<file path="src/rtl/caliptra_apb_arb_pkg.sv">
// Shared types and helpers for the Caliptra APB N:1 arbiter/mux.
// No logic of its own; imported by the arbiter and the top.
package caliptra_apb_arb_pkg;

    localparam int APB_PROT_W = 3;

    typedef enum logic [1:0] {
        IDLE   = 2'd0,
        SETUP  = 2'd1,
        ACCESS = 2'd2,
        RESP   = 2'd3
    } arb_state_e;

    function automatic int GRANT_W(input int n);
        return (n > 1) ? $clog2(n) : 1;
    endfunction

endpackage

</file>
<file path="src/rtl/caliptra_rr_arbiter.sv">
// Combinational round-robin pick; search starts one past rr_ptr and wraps.
// Zero latency; holds no state, so the caller owns pointer update and backpressure.
module caliptra_rr_arbiter
    import caliptra_apb_arb_pkg::*;
#(
    parameter int NUM_REQ = 2
) (
    input  logic [NUM_REQ-1:0]          req,
    input  logic [GRANT_W(NUM_REQ)-1:0] rr_ptr,
    output logic [GRANT_W(NUM_REQ)-1:0] grant,
    output logic                        valid
);
    localparam int GW = GRANT_W(NUM_REQ);

    logic [GW-1:0] idx;

    always_comb begin
        grant = '0;
        valid = 1'b0;
        idx   = '0;
        for (int i = 0; i < NUM_REQ; i++) begin
            idx = GW'((int'(rr_ptr) + 1 + i) % NUM_REQ);
            if (!valid && req[idx]) begin
                valid = 1'b1;
                grant = idx;
            end
        end
    end

endmodule

</file>
<file path="src/rtl/caliptra_apb_arb_mux.sv">
// Round-robin NUM_REQ:1 APB4 arbiter/mux; ACCESS watchdog built in with CALIPTRA_APB_ARB_TIMEOUT_EN.
// psel->pready 3 cycles plus completer waits; losing requesters stall in their access phase.
module caliptra_apb_arb_mux
    import caliptra_apb_arb_pkg::*;
#(
    parameter int NUM_REQ        = 2,
    parameter int ADDR_W         = 32,
    parameter int DATA_W         = 32,
    parameter int TIMEOUT_CYCLES = 256
) (
    input  logic                           core_clk,
    input  logic                           core_rst,
    input  logic [NUM_REQ-1:0]             s_apb_psel,
    input  logic [NUM_REQ-1:0]             s_apb_penable,
    input  logic [NUM_REQ-1:0]             s_apb_pwrite,
    input  logic [NUM_REQ*ADDR_W-1:0]      s_apb_paddr,
    input  logic [NUM_REQ*DATA_W-1:0]      s_apb_pwdata,
    input  logic [NUM_REQ*DATA_W/8-1:0]    s_apb_pstrb,
    input  logic [NUM_REQ*APB_PROT_W-1:0]  s_apb_pprot,
    output logic [NUM_REQ*DATA_W-1:0]      s_apb_prdata,
    output logic [NUM_REQ-1:0]             s_apb_pready,
    output logic [NUM_REQ-1:0]             s_apb_pslverr,
    output logic                           m_apb_psel,
    output logic                           m_apb_penable,
    output logic                           m_apb_pwrite,
    output logic [ADDR_W-1:0]              m_apb_paddr,
    output logic [DATA_W-1:0]              m_apb_pwdata,
    output logic [DATA_W/8-1:0]            m_apb_pstrb,
    output logic [APB_PROT_W-1:0]          m_apb_pprot,
    input  logic [DATA_W-1:0]              m_apb_prdata,
    input  logic                           m_apb_pready,
    input  logic                           m_apb_pslverr
);
    localparam int STRB_W = DATA_W / 8;
    localparam int GW     = GRANT_W(NUM_REQ);

    arb_state_e state, state_n;

    logic [GW-1:0]         grant, grant_n, rr_ptr, rr_ptr_n, arb_grant;
    logic                  arb_vld;
    logic                  drop, drop_n;
    logic                  write_n;
    logic [ADDR_W-1:0]     addr_n;
    logic [DATA_W-1:0]     wdata_n;
    logic [STRB_W-1:0]     strb_n;
    logic [APB_PROT_W-1:0] prot_n;
    logic [DATA_W-1:0]     rsp_data_n;
    logic                  rsp_err_n;
    logic [NUM_REQ-1:0]    rsp_sel;
    logic                  timeout_hit;

    logic [ADDR_W-1:0]     req_addr  [NUM_REQ];
    logic [DATA_W-1:0]     req_wdata [NUM_REQ];
    logic [STRB_W-1:0]     req_strb  [NUM_REQ];
    logic [APB_PROT_W-1:0] req_prot  [NUM_REQ];

    for (genvar g = 0; g < NUM_REQ; g++) begin : g_unpack
        assign req_addr[g]  = s_apb_paddr[g*ADDR_W +: ADDR_W];
        assign req_wdata[g] = s_apb_pwdata[g*DATA_W +: DATA_W];
        assign req_strb[g]  = s_apb_pstrb[g*STRB_W +: STRB_W];
        assign req_prot[g]  = s_apb_pprot[g*APB_PROT_W +: APB_PROT_W];
    end

    // Requester penable only matters to the requester's own protocol.
    logic unused_penable;
    assign unused_penable = ^s_apb_penable;

    caliptra_rr_arbiter #(
        .NUM_REQ (NUM_REQ)
    ) u_rr_arbiter (
        .req    (s_apb_psel),
        .rr_ptr (rr_ptr),
        .grant  (arb_grant),
        .valid  (arb_vld)
    );

`ifdef CALIPTRA_APB_ARB_TIMEOUT_EN
    localparam int TO_W = $clog2(TIMEOUT_CYCLES + 1);
    logic [TO_W-1:0] to_cnt;

    always_ff @(posedge core_clk) begin
        if (core_rst || state != ACCESS) begin
            to_cnt <= '0;
        end else if (!m_apb_pready) begin
            to_cnt <= to_cnt + TO_W'(1);
        end
    end

    assign timeout_hit = (to_cnt == TO_W'(TIMEOUT_CYCLES - 1));
`else
    logic [31:0] unused_timeout;
    assign unused_timeout = 32'(TIMEOUT_CYCLES);
    assign timeout_hit    = 1'b0;
`endif

    always_ff @(posedge core_clk) begin
        if (core_rst) begin
            state <= IDLE;
        end else begin
            state <= state_n;
        end
    end

    always_comb begin
        state_n    = state;
        grant_n    = grant;
        rr_ptr_n   = rr_ptr;
        drop_n     = drop;
        write_n    = m_apb_pwrite;
        addr_n     = m_apb_paddr;
        wdata_n    = m_apb_pwdata;
        strb_n     = m_apb_pstrb;
        prot_n     = m_apb_pprot;
        rsp_data_n = '0;
        rsp_err_n  = 1'b0;
        case (state)
            IDLE: begin
                if (arb_vld) begin
                    state_n = SETUP;
                    grant_n = arb_grant;
                    drop_n  = 1'b0;
                    write_n = s_apb_pwrite[arb_grant];
                    addr_n  = req_addr[arb_grant];
                    wdata_n = req_wdata[arb_grant];
                    strb_n  = req_strb[arb_grant];
                    prot_n  = req_prot[arb_grant];
                end
            end
            SETUP: begin
                state_n = ACCESS;
                drop_n  = drop | ~s_apb_psel[grant];
            end
            ACCESS: begin
                // A requester that abandons its transfer still lets the completer finish.
                drop_n = drop | ~s_apb_psel[grant];
                if (m_apb_pready) begin
                    rsp_data_n = m_apb_prdata;
                    rsp_err_n  = m_apb_pslverr;
                    rr_ptr_n   = grant;
                    state_n    = RESP;
                end else if (timeout_hit) begin
                    rsp_err_n = 1'b1;
                    rr_ptr_n  = grant;
                    state_n   = RESP;
                end
            end
            RESP: begin
                state_n = IDLE;
            end
            default: begin
                state_n = IDLE;
            end
        endcase

        rsp_sel = '0;
        for (int i = 0; i < NUM_REQ; i++) begin
            rsp_sel[i] = (state_n == RESP) && !drop_n && (grant_n == GW'(i));
        end
    end

    always_ff @(posedge core_clk) begin
        if (core_rst) begin
            grant         <= '0;
            rr_ptr        <= GW'(NUM_REQ - 1);
            drop          <= 1'b0;
            m_apb_psel    <= 1'b0;
            m_apb_penable <= 1'b0;
            m_apb_pwrite  <= 1'b0;
            m_apb_paddr   <= '0;
            m_apb_pwdata  <= '0;
            m_apb_pstrb   <= '0;
            m_apb_pprot   <= '0;
            s_apb_pready  <= '0;
            s_apb_pslverr <= '0;
            s_apb_prdata  <= '0;
        end else begin
            grant         <= grant_n;
            rr_ptr        <= rr_ptr_n;
            drop          <= drop_n;
            m_apb_psel    <= (state_n == SETUP) || (state_n == ACCESS);
            m_apb_penable <= (state_n == ACCESS);
            m_apb_pwrite  <= write_n;
            m_apb_paddr   <= addr_n;
            m_apb_pwdata  <= wdata_n;
            m_apb_pstrb   <= strb_n;
            m_apb_pprot   <= prot_n;
            s_apb_pready  <= rsp_sel;
            s_apb_pslverr <= rsp_sel & {NUM_REQ{rsp_err_n}};
            for (int i = 0; i < NUM_REQ; i++) begin
                s_apb_prdata[i*DATA_W +: DATA_W] <= rsp_sel[i] ? rsp_data_n : '0;
            end
        end
    end

endmodule

</file>
<file path="config.mk">
export PLATFORM = sky130hd
export DESIGN_NAME = caliptra_apb_arb_mux
export DESIGN_NICKNAME = d
export VERILOG_FILES = /design/src/rtl/caliptra_apb_arb_pkg.sv /design/src/rtl/caliptra_rr_arbiter.sv /design/src/rtl/caliptra_apb_arb_mux.sv
export SDC_FILE = /design/constraint.sdc
export NUM_CORES = 1
export LEC_CHECK = 0
export CORE_MARGIN = 3
export CORE_UTILIZATION = 39
export CTS_CLUSTER_DIAMETER = 50
export DETAILED_ROUTE_END_ITERATION = 16
export GPL_TIMING_DRIVEN = 0
export PLACE_DENSITY = 0.81
export SLEW_MARGIN = 20
export SYNTH_ARGS = -nofsm -noshare
export SYNTH_HDL_FRONTEND = slang
export SYNTH_SLANG_ARGS = --single-unit
</file>
<file path="constraint.sdc">
create_clock -name core_clk -period 2.5 [get_ports core_clk]
set_input_delay 0.5 -clock core_clk [delete_from_list [all_inputs] [get_ports core_clk]]
set_output_delay 0.5 -clock core_clk [all_outputs]
set_load 0.1 [all_outputs]
</file>
-- Word-level counts from Yosys, hierarchy flattened
Index checks and enable logic that the tools add are counted.
- bits in registers: 147
- bits of input ports: 184
- logic and storage cells: 83
- output and inout port bits: 142
- $add $sub $neg: 2
- mux-type cells: 35
- bitwise operators: 7
- reduce and logical (&&, ||, !) cells: 13
- magnitude comparators: 5
- eq/ne operators: 6
- operators with widths (kind ; number):
    32-bit 2-to-1 mux ; 8
    1-bit 2-to-1 mux ; 17
    4-bit 2-to-1 mux ; 3
    3-bit 2-to-1 mux ; 3
    2-bit == test, second input constant ; 4
    1-bit by 2-bit < comparator with 1-bit output, second input constant ; 4
    2-bit one-hot mux with 4 select lines ; 1
    2-bit OR reduction ; 3
    2-bit by 1-bit == test with 1-bit output, second input constant ; 2
    1-bit logical AND ; 4
    2-bit 2-to-1 mux ; 2
    1-bit NOT ; 4
    2-bit AND reduction ; 2
    1-bit adder, second input constant ; 2
    2-bit AND ; 1
    2-bit greater-or-equal comparator, second input constant ; 1
    1-bit zero test ; 2
    2-bit zero test ; 1
    1-bit NOT with 2-bit output ; 1
    1-bit one-hot mux with 2 select lines ; 1
    1-bit logical OR ; 1
    1-bit OR ; 1

-- Longest topological paths before layout
- word-level depth: 14
- gate-level depth with buffers: 12
- depth with buffers taken out: 9

-- By module
Synthesis repeated with hierarchy kept, for this count alone.
- cell total of the unflattened synthesis: 554
- area, all modules: 5819.3 um2
- by module, submodules not included (module ; sequential area each (um2) ; area each (um2) ; cells an instance ; instances):
    caliptra_apb_arb_mux ; 2942.8 ; 5805.6 ; 552 ; 1
    caliptra_rr_arbiter ; 0.0 ; 13.8 ; 2 ; 1

-- Worst setup path before layout
Ideal clock, no wire load.
- path kind: register -> register
- start point: register state[0]
- end point: register s_apb_prdata[58]
- setup time: 0.118 ns
- clock period less this slack: 2.335 ns
- setup slack: 0.165 ns
- data arrival time: 2.217 ns
- buffers on the path: 3
- required time: 2.382 ns
- stages on the path, launching flop included: 13
- cells stage by stage: dfxtp_1 inv_1 ha_1 o21a_1 buf_4 o32ai_1 inv_1 ha_1 buf_2 and4b_1 o21ai_2 buf_6 nor4_1
- elaborated cells on any way between the ends: 17
- those cells by class: eq/ne (4); mux (6); bitwise (1); reduce/logical (6)
- RTL lines (item ; RTL line ; RTL):
    start: declaration ; caliptra_apb_arb_mux.sv:37 ; arb_state_e state, state_n;
    start signal: assignment ; caliptra_apb_arb_mux.sv:100 ; state <= state_n;
    2-bit == test, or another cell as far along ; caliptra_apb_arb_mux.sv:116 ; case (state)
    2-bit one-hot mux with 4 select lines (*) ; caliptra_apb_arb_mux.sv:116 ;
    net state_n[0] ; caliptra_apb_arb_mux.sv:37 ;
    2-bit == test (*) ; caliptra_apb_arb_mux.sv:157 ; rsp_sel[i] = (state_n == RESP) && !drop_n && (grant_n == GW'(i));
    1-bit logical AND (*) (2 in series) ; caliptra_apb_arb_mux.sv:157 ;
    1-bit NOT (no source line) (*) ; - ;
    2-bit OR reduction (no source line) (*) ; - ;
    end signal: indexed assignment ; caliptra_apb_arb_mux.sv:190 ; s_apb_prdata[i*DATA_W +: DATA_W] <= rsp_sel[i] ? rsp_data_n : '0;
    end: declaration ; caliptra_apb_arb_mux.sv:20 ; output logic [NUM_REQ*DATA_W-1:0] s_apb_prdata,
The timed path passes the listed nets; every way through them passes the cells marked *.
A chain may end at the register's enable or synchronous reset.

-- Worst setup path after layout
- start point: register m_apb_pprot[0]
- end point: output m_apb_pprot[0]
- RTL lines (item ; RTL line ; RTL):
    start: declaration ; caliptra_apb_arb_mux.sv:29 ; output logic [APB_PROT_W-1:0] m_apb_pprot,
    start signal: assignment ; caliptra_apb_arb_mux.sv:186 ; m_apb_pprot <= prot_n;
No word-level cell between the ends.

==> flow_metrics.env <==
export IMPL_gp_congestion=0.848
export IMPL_p_int_mw=6.43
export IMPL_postRouteAntennaNets=0
export IMPL_critPathLaunchType="flop"
export IMPL_grt_pass1_wl_microns=31000
export IMPL_start_util=0.399
export IMPL_cts_root_buf="clkbuf_16"
export IMPL_grt_max_degree=17
export IMPL_endpoint_kind="output port"
export IMPL_cap_violations=0
export IMPL_syn_area_sq_um=5820
export IMPL_slew_headroom=0.274
export IMPL_fp_dieH_microns=128
export IMPL_cts_tree="done"
export IMPL_period_share=0.988
export IMPL_ir_drop_v=0.000757
export IMPL_cp_cell_sequence="clkdlybuf4s50_1"
export IMPL_hpwlAfterDp_microns=15300
export IMPL_dieWidth_microns=128
export IMPL_p_per_area_nw_per_um2=1330
export IMPL_finalSetupViolCount=0
export IMPL_clock_latency_ns=0.43
export IMPL_grt_usage=0.239
export IMPL_clock_path_buffers=2
export IMPL_clkPwrFrac=0.197
export IMPL_crit_buf_inv=1
export IMPL_dr_pass1_iters=5
export IMPL_worst_setup_path_type="flop to output port"
export IMPL_vias=6084
export IMPL_final_min_clock_period_ns=2.47
export IMPL_ys_warn_count=0
export IMPL_slew_violations=0
export IMPL_cp_required_ns=2.00
export IMPL_min_path_type="flop to flop"
export IMPL_synth_seq_cells=147
export IMPL_h_tree_depth=4
export IMPL_core_sq_um=14600
export IMPL_drc=0
export IMPL_yosysUniqueCellTypes=32
export IMPL_hold_violations=0
export IMPL_cts_sinks=147
export IMPL_drtIter0Drc=291
export IMPL_routed_via_density=5.16
export IMPL_leakage_nw=3.86
export IMPL_wl_per_cell_microns=17.5
export IMPL_pwr_share_comb=0.565
export IMPL_r2r_slack_ns=0.09
export IMPL_n_fill_cell=1130
export IMPL_p_seq_frac=0.238
export IMPL_p_sw_mw=6.85
export IMPL_cts_buffers_inserted=17
export IMPL_path_clk_slew_ns=0.06
export IMPL_worstMarginPinSlew_ns=1.08
export IMPL_max_freq_mhz=405
export IMPL_pin_count=326
export IMPL_crit_fanout=2
export IMPL_placed_area_sq_um=9280
export IMPL_io_buffers=323
export IMPL_synthesis_nets=823
export IMPL_die_area_sq_um=16400
export IMPL_fp_row_count=44
export IMPL_rsz0062_at_grt="false"
export IMPL_area_delta_synth_final_pct=71.7
export IMPL_seq_area_frac_synth=0.506
export IMPL_cts_hold_buffers_added=0
export IMPL_total_power_mw=13.3
export IMPL_finClkSkew_ns=0.0119
export IMPL_fin_area_sq_um=9990
export IMPL_syn_instance_count=634
export IMPL_cp_arrival_ns=1.97
export IMPL_finalSetupTns_ns=0
export IMPL_worst_path_max_delay_cell="clkdlybuf4s50_1"
export IMPL_overflow=0
export IMPL_nNetsFinal=1170
export IMPL_switching_share=0.516
export IMPL_grt_pass1_vias=5875
export IMPL_layout_commonest_cell="clkdlybuf4s50_1"
export IMPL_crit_family="buffers and inverters"
export IMPL_cp_slowest_stage_delay_ns=1.21
export IMPL_diodes=0
export IMPL_synth_avg_cell_area_sq_um=9.18
export IMPL_outcome="completed"
export IMPL_layout_common_cells="clkdlybuf4s50_1 (319), nand2_1 (148), dfxtp_1 (146)"
export IMPL_routed_wl_microns=20600
export IMPL_antenna_found_initial=0
export IMPL_drive_gt1_frac=0.125
-- per-stage QoR --
step	hold WS [ns]	util	setup WS [ns]	cells
after floorplan	0.511	-	0.165	634
after global placement	0.484	0.636	-0.608	1141
after detailed placement	0.489	0.636	-0.646	1141
after CTS	0.498	0.679	-0.00380	1174
after global routing	0.513	0.685	0.00211	1178
final	0.493	0.685	0.0310	1178
-- kinds of logic after synthesis --
group / synth area share
simple gates: 0.282
buf+inv: 0.0739
flops: 0.506
fa+ha+maj: 0.0107
mux: 0.00193
compound gates: 0.126
-- cells in the mapped netlist --
cell	n	area, sq um
ha_1	5	62.6
nand4b_1	23	201
buf_4	10	75.1
nor4_2	8	100
o21a_1	1	7.51
nor4_1	8	50.1
a311oi_1	72	631
nor2b_1	6	37.5
o21ai_1	1	5.00
nand4bb_1	1	11.3
nor2_1	74	278
buf_6	11	124
o21ai_2	1	8.76
and2_1	1	6.26
nor3_2	22	220
nand2_1	148	556
inv_1	11	41.3
and4b_1	1	10.0
o32ai_1	1	8.76
nand2_2	1	6.26
a32oi_2	1	16.3
nand2b_1	2	12.5
a21bo_2	1	10.0
nor3_1	30	150
buf_2	26	130
a211o_1	1	8.76
a21boi_1	1	7.51
a32o_1	1	10.0
clkbuf_1	16	60.1
o211ai_4	1	21.3
dfxtp_1	147	2940
mux2_2	1	11.3
-- power groups by stage --
stage	logic, mW	registers, mW	clock network [mW]
floorplan	1.94	6.68	0
global placement	7.31	3.16	0
detailed placement	7.35	3.19	0
CTS	7.41	3.15	2.64
global route	7.84	3.21	2.72
finish	7.51	3.16	2.61
-- registers in the layout, indices dropped and copies added, names as in the netlist --
signal         count
rr_ptr             1
m_apb_penable      1
s_apb_pready       2
m_apb_pprot        3
m_apb_paddr       32
m_apb_psel         1
drop               1
grant              1
s_apb_pslverr      2
s_apb_prdata      64
m_apb_pwdata      32
state              2
m_apb_pstrb        4
m_apb_pwrite       1
-- worst paths after layout --
kind	cells past startpoint	endpoint	startpoint
worst min-delay path	2	m_apb_paddr[30]$_SDFFE_PP0P_	m_apb_paddr[30]$_SDFFE_PP0P_
worst min register to register	2	m_apb_paddr[30]$_SDFFE_PP0P_	m_apb_paddr[30]$_SDFFE_PP0P_
worst max register to register	11	s_apb_prdata[46]$_SDFF_PP0_	state[0]$_SDFF_PP0_
worst max-delay path	1	m_apb_pprot[0]	m_apb_pprot[0]$_SDFFE_PP0P_
-- metal layers --
metal | track usage | routed length, microns
met4 | 0.0961 | 695
met1 | 0.272 | 7970
met5 | 0 | 0
met2 | 0.413 | 10200
met3 | 0.0800 | 1730
-- layout make-up --
cell class | count | area [sq um] | area share
sequential | 147 | 2950 | 0.295
buffer | 63 | 397 | 0.0397
tap | 184 | 230 | 0.0230
inverter | 11 | 41.3 | 0.00413
timing repair buffer | 328 | 3280 | 0.328
clock buffer | 21 | 450 | 0.0451
multi-input combinational | 413 | 2500 | 0.250
clock inverter | 11 | 150 | 0.0150
-- repair_timing --
item / 4_1_cts / 5_1_grt
cloned: 1 / 0
pin swaps: 0 / 3
setup endpoints to repair: 56 / 57
buffers inserted: 0 / 4
gates resized for setup: 8 / 12
Note: power is estimated with default switching activity, not from simulation.
